--- config.mk ---
export PLATFORM = sky130hd
export DESIGN_NAME = abr_prim_intr_gateway
export DESIGN_NICKNAME = d
export VERILOG_FILES = /design/src/rtl/abr_prim_intr_gateway.sv
export SDC_FILE = /design/constraint.sdc
export NUM_CORES = 1
export LEC_CHECK = 0
export CAP_MARGIN = 40
export CELL_PAD_IN_SITES_DETAIL_PLACEMENT = 1
export CELL_PAD_IN_SITES_GLOBAL_PLACEMENT = 2
export CORE_UTILIZATION = 19
export DETAILED_ROUTE_END_ITERATION = 8
export MAX_ROUTING_LAYER = met4
export PLACE_DENSITY_LB_ADDON = 0.1
export SKIP_CTS_REPAIR_TIMING = 1
export SLEW_MARGIN = 0
export SYNTH_ARGS = -nofsm -noshare
export SYNTH_HDL_FRONTEND = slang
export SYNTH_SLANG_ARGS = --single-unit
--- constraint.sdc ---
create_clock -name clk_i -period 1.2 [get_ports clk_i]
set_input_delay 0.24 -clock clk_i [delete_from_list [all_inputs] [get_ports clk_i]]
set_output_delay 0.24 -clock clk_i [all_outputs]
set_load 0.02 [all_outputs]
--- src/rtl/abr_prim_intr_gateway.sv ---
// Interrupt gateway: gates per-source edge/level interrupts, arbitrates pending sources by
// lowest index and offers one ID at a time to a servicing agent via claim/complete.
module abr_prim_intr_gateway #(
    parameter int unsigned         Width    = 4,
    parameter logic [Width-1:0]    EdgeMask = '0,
    localparam int unsigned        IdW      = $clog2(Width)
) (
    input  logic             clk_i,
    input  logic             rst_i,
    input  logic [Width-1:0] intr_i,
    input  logic [Width-1:0] enable_i,
    input  logic             claim_i,
    input  logic             complete_i,
    input  logic [IdW-1:0]   complete_id_i,
    output logic             irq_o,
    output logic [IdW-1:0]   claim_id_o,
    output logic [Width-1:0] pending_o,
    output logic [Width-1:0] in_service_o,
    output logic             err_o
);

    typedef enum logic [0:0] {StIdle, StOffer} state_e;

    state_e           r_state;
    logic [IdW-1:0]   r_claim_id;
    logic [Width-1:0] r_pending;
    logic [Width-1:0] r_in_service;
    logic [Width-1:0] r_prev;
    logic             r_err;

    state_e           w_state_d;
    logic [IdW-1:0]   w_claim_id_d;
    logic [Width-1:0] w_pending_d;
    logic [Width-1:0] w_in_service_d;
    logic             w_err_d;

    logic [Width-1:0] w_elig;
    logic [IdW-1:0]   w_lowest;
    logic [Width-1:0] w_offer_vec;
    logic [Width-1:0] w_claim_vec;
    logic [Width-1:0] w_cpl_vec;
    logic [Width-1:0] w_cpl_clr;
    logic [Width-1:0] w_edge_set;
    logic [Width-1:0] w_lvl_set;
    logic             w_claim;
    logic             w_offer_en;

    // One-hot decode; IDs at or above Width decode to all-zero (out of range).
    function automatic logic [Width-1:0] dec_id(input logic [IdW-1:0] id);
        logic [Width-1:0] v;
        v = '0;
        for (int i = 0; i < int'(Width); i++) begin
            if (id == IdW'(i)) v[i] = 1'b1;
        end
        return v;
    endfunction

    always_comb begin
        w_elig   = r_pending & enable_i;
        w_lowest = '0;
        for (int i = int'(Width) - 1; i >= 0; i--) begin
            if (w_elig[i]) w_lowest = IdW'(i);
        end
    end

    always_comb begin
        w_offer_vec = dec_id(r_claim_id);
        w_cpl_vec   = dec_id(complete_id_i);
        w_offer_en  = |(enable_i & w_offer_vec);
        w_claim     = (r_state == StOffer) && claim_i;
        w_claim_vec = w_claim ? w_offer_vec : '0;
        w_cpl_clr   = complete_i ? (w_cpl_vec & r_in_service) : '0;

        w_edge_set  = EdgeMask & intr_i & ~r_prev;
        w_lvl_set   = ~EdgeMask & intr_i & ~r_pending & ~r_in_service;

        // Edge sets survive a same-cycle claim; level sets are blocked by it.
        w_pending_d    = ((r_pending | w_lvl_set) & ~w_claim_vec) | w_edge_set;
        w_in_service_d = (r_in_service & ~w_cpl_clr) | w_claim_vec;

        // A complete racing a claim of the same ID is not an error.
        w_err_d = complete_i && (w_cpl_clr == '0) && !(|(w_cpl_vec & w_claim_vec));
    end

    always_comb begin
        w_state_d    = r_state;
        w_claim_id_d = r_claim_id;
        unique case (r_state)
            StIdle: begin
                if (|w_elig) begin
                    w_state_d    = StOffer;
                    w_claim_id_d = w_lowest;
                end
            end
            StOffer: begin
                if (claim_i || !w_offer_en) w_state_d = StIdle;
            end
            default: w_state_d = StIdle;
        endcase
    end

    always_ff @(posedge clk_i) begin
        if (rst_i) begin
            r_state      <= StIdle;
            r_claim_id   <= '0;
            r_pending    <= '0;
            r_in_service <= '0;
            r_prev       <= '0;
            r_err        <= 1'b0;
        end else begin
            r_state      <= w_state_d;
            r_claim_id   <= w_claim_id_d;
            r_pending    <= w_pending_d;
            r_in_service <= w_in_service_d;
            r_prev       <= intr_i;
            r_err        <= w_err_d;
        end
    end

    assign irq_o        = (r_state == StOffer);
    assign claim_id_o   = r_claim_id;
    assign pending_o    = r_pending;
    assign in_service_o = r_in_service;
    assign err_o        = r_err;

endmodule

==> results <==
-- power groups by stage --
stage                     Clock (uW)  Combinational [uW]  Sequential [uW]
after floorplan                    0                98.1              490
after global placement             0                 331              460
after detailed placement           0                 334              460
after CTS                        356                 335              451
after global routing             366                 378              452
final                            341                 351              448
-- final cells by class --
class / count / area, um^2 / area share, %
clock buffers: 4 / 36.28 / 3.082
inverters: 5 / 18.77 / 1.594
multi-input cells: 51 / 331.6 / 28.16
flip-flops and latches: 12 / 244.0 / 20.72
well taps: 31 / 38.79 / 3.294
repair buffers: 56 / 508.0 / 43.15
-- cells in the final DEF (no fill, tap or decap), drive strengths merged --
cell type      count
buf               31
clkdlybuf4s50     12
dlymetal6s2s      12
dfxtp             12
a21oi              9
nor2               7
nand2              7
inv                5
clkbuf             5
nor3               4
o21ai              3
nand3              2
nand3b             2
a21o               2
nor3b              2
a211oi             1
mux4               1
a41oi              1
a31oi              1
nor2b              1
nand4              1
o31ai              1
xnor2              1
nand2b             1
a2111oi            1
a22oi              1
or3                1
a221oi             1
-- metrics by stage --
| step | setup TNS, ps | area (um^2) | util (%) | setup slack, ps |
|---|---|---|---|---|
| 4_1_cts | -3674 | 1106 | 39.10 | -368.7 |
| 6_report | -30.04 | 1177 | 41.62 | -30.04 |
| 2_1_floorplan | -208.8 | 589.3 | - | -91.23 |
| 5_1_grt | -73.44 | 1177 | 41.62 | -57.24 |
| 3_5_place_dp | -2686 | 1070 | 37.82 | -305.0 |
| 3_3_place_gp | -2415 | 1070 | 37.82 | -283.0 |
-- worst max-delay path, stage by stage --
cell and delay (ps):
clkdlybuf4s50_1 460, mux4_2 470, a31oi_1 170, nor2_1 70
-- worst max-delay path by stage --
| stage | cells after the start | from | to |
|---|---|---|---|
| 3_3_place_gp | 4 | enable_i[3] | irq_o |
| 2_1_floorplan | 4 | claim_id_o[1] | irq_o |
| 4_1_cts | 1 | claim_id_o[1] | claim_id_o[1] |
| 6_report | 4 | enable_i[0] | irq_o |
| 3_5_place_dp | 5 | claim_i | err_o |
| 5_1_grt | 3 | claim_id_o[1] | irq_o |
-- layer usage --
layer  global-route usage (%)  up-vias  routed length, um
met2                    21.59       14                990
met1                    16.64      341                983
met3                    4.535        2                102
met5                        -        -                  0
li1                         -      372                  -
met4                    4.181        0                 13
-- flip-flops by register name, indices dropped and copies added (netlist names) --
| name | flops |
|---|---|
| claim_id_o | 2 |
| err_o | 1 |
| in_service_o | 4 |
| irq_o | 1 |
| pending_o | 4 |
-- cell families after synthesis --
kind of cell	count (synthesis)	synth area share (%)
buffers and inverters	8	7.692
muxes	1	3.846
xor gates and xnor gates	1	1.496
and+or+nand+nor	28	23.72
DFF	12	41.03
AOI/OAI and AO/OA	21	22.22
==> flow_summary.json <==
{
  "run_status": "complete, but fails checks",
  "violations": "DRC, setup timing",
  "worstHoldPathCells": 2,
  "cts_sinks": 12,
  "n_fill_cell": 348,
  "cts_made_buffers": 3,
  "setup_ws_ps": -30.04,
  "ir_worst_vdd_mv": 0.4983,
  "hold_path.startpoint": "in_service_o[2]",
  "hold_viol": 0,
  "critPathCaptureType": "flip-flop",
  "clockPowerShare_pct": 29.9,
  "sw_frac_of_total_pct": 29.03,
  "r2r_slack_ps": -30,
  "crit_required_ps": 1380,
  "insertion_delay_ps": 280,
  "grt-ovfl-total": 0,
  "critPathLaunchType": "input port",
  "combPwrFrac_pct": 30.8,
  "antenna_found_initial": 0,
  "dieArea_mm2": 0.003308,
  "diodes": 0,
  "syn2layout_area_growth_pct": 101.1,
  "rsz0062_at_grt": "true",
  "final_cell_count_no_fill": 159,
  "fin_crit_sh_pct": 102.5,
  "p_int_uw": 808.8,
  "ioPinCount": 26,
  "worstHoldPathType": "reg2reg",
  "drive_gt1_share_pct": 35.16,
  "grt_pass1_wl_um": 3277,
  "initial_core_util_pct": 20.70,
  "p_seq_share_pct": 39.3,
  "ys_seq_area_share_pct": 41.03,
  "postSynth.asyncResetShare_pct": 0,
  "synth_top_area_cell": "dfxtp_1",
  "drtIter0Drc": 8,
  "ys_seq_elements": 12,
  "timing.rr.end": "irq_o",
  "path_class": "in2reg",
  "wl_per_cell_um": 13.14,
  "drtPass1Iterations": 5,
  "cts_tree": "built",
  "maxSlewHeadroom_pct": 82.28,
  "synth_common_cells": "dfxtp_1 (12), a21oi_1 (9), nand2_1 (7), nor2_1 (7), inv_1 (5)",
  "powerDensity_mw_per_mm2": 968.0,
  "root_buffer": "clkbuf_4",
  "ys.flop_type": "dfxtp_1",
  "rows": 19,
  "grt_pass1_vias": 713,
  "crit_fanout": 3,
  "drt-vias-per-instance": 4.585,
  "syn_inst": 71,
  "r2r-start": "claim_id_o[1]",
  "syn_nets": 85,
  "synth_edf_count": 0,
  "ys_top_cells_by_area": "dfxtp_1 (41%), a21oi_1 (7.7%), nand2_1 (4.5%)",
  "fin_crit_ps": 1230,
  "synthMostInstantiatedCell": "dfxtp_1",
  "skew_ps": 1.651,
  "netSwitchingPower_uw": 330.8,
  "grtUsageTotal_pct": 13.75,
  "syn_area_um2": 585.6,
  "hold_ws_ps": 542.1,
  "drv_cap": 0,
  "min_to": "in_service_o[2]",
  "syn_avg_cell_area_um2": 8.247,
  "ys_warn_count": 0,
  "crit_arrival_ps": 1410,
  "clk_pin_slew_worst_paths_ps": 80,
  "dp.cells": 153,
  "p_total_uw": 1140,
  "tightest_slew_ps": 265.3,
  "dpl.hpwl_um": 1616,
  "routabilityCongestion": 0.7558,
  "ant_nets": 0,
  "synth_top_area_share_pct": 41.03,
  "die_h_um": 57.52,
  "htreeDepth": 1,
  "slew_viol_final": 0,
  "final_nets": 143,
  "portBuffers": 25,
  "core_area_mm2": 0.002829,
  "worstRegToRegCells": 3,
  "grt_max_degree": 10,
  "post-route-drc-count": 1,
  "die_width_um": 57.52,
  "clock.fmax_mhz": 813.0,
  "clockBufferDepth": 2,
  "wirelength_um": 2089,
  "setup_viol": 1,
  "ys_types": 26,
  "vias": 729,
  "p_leak_uw": 0.0006595
}
Power figures use the tool's default switching activity.
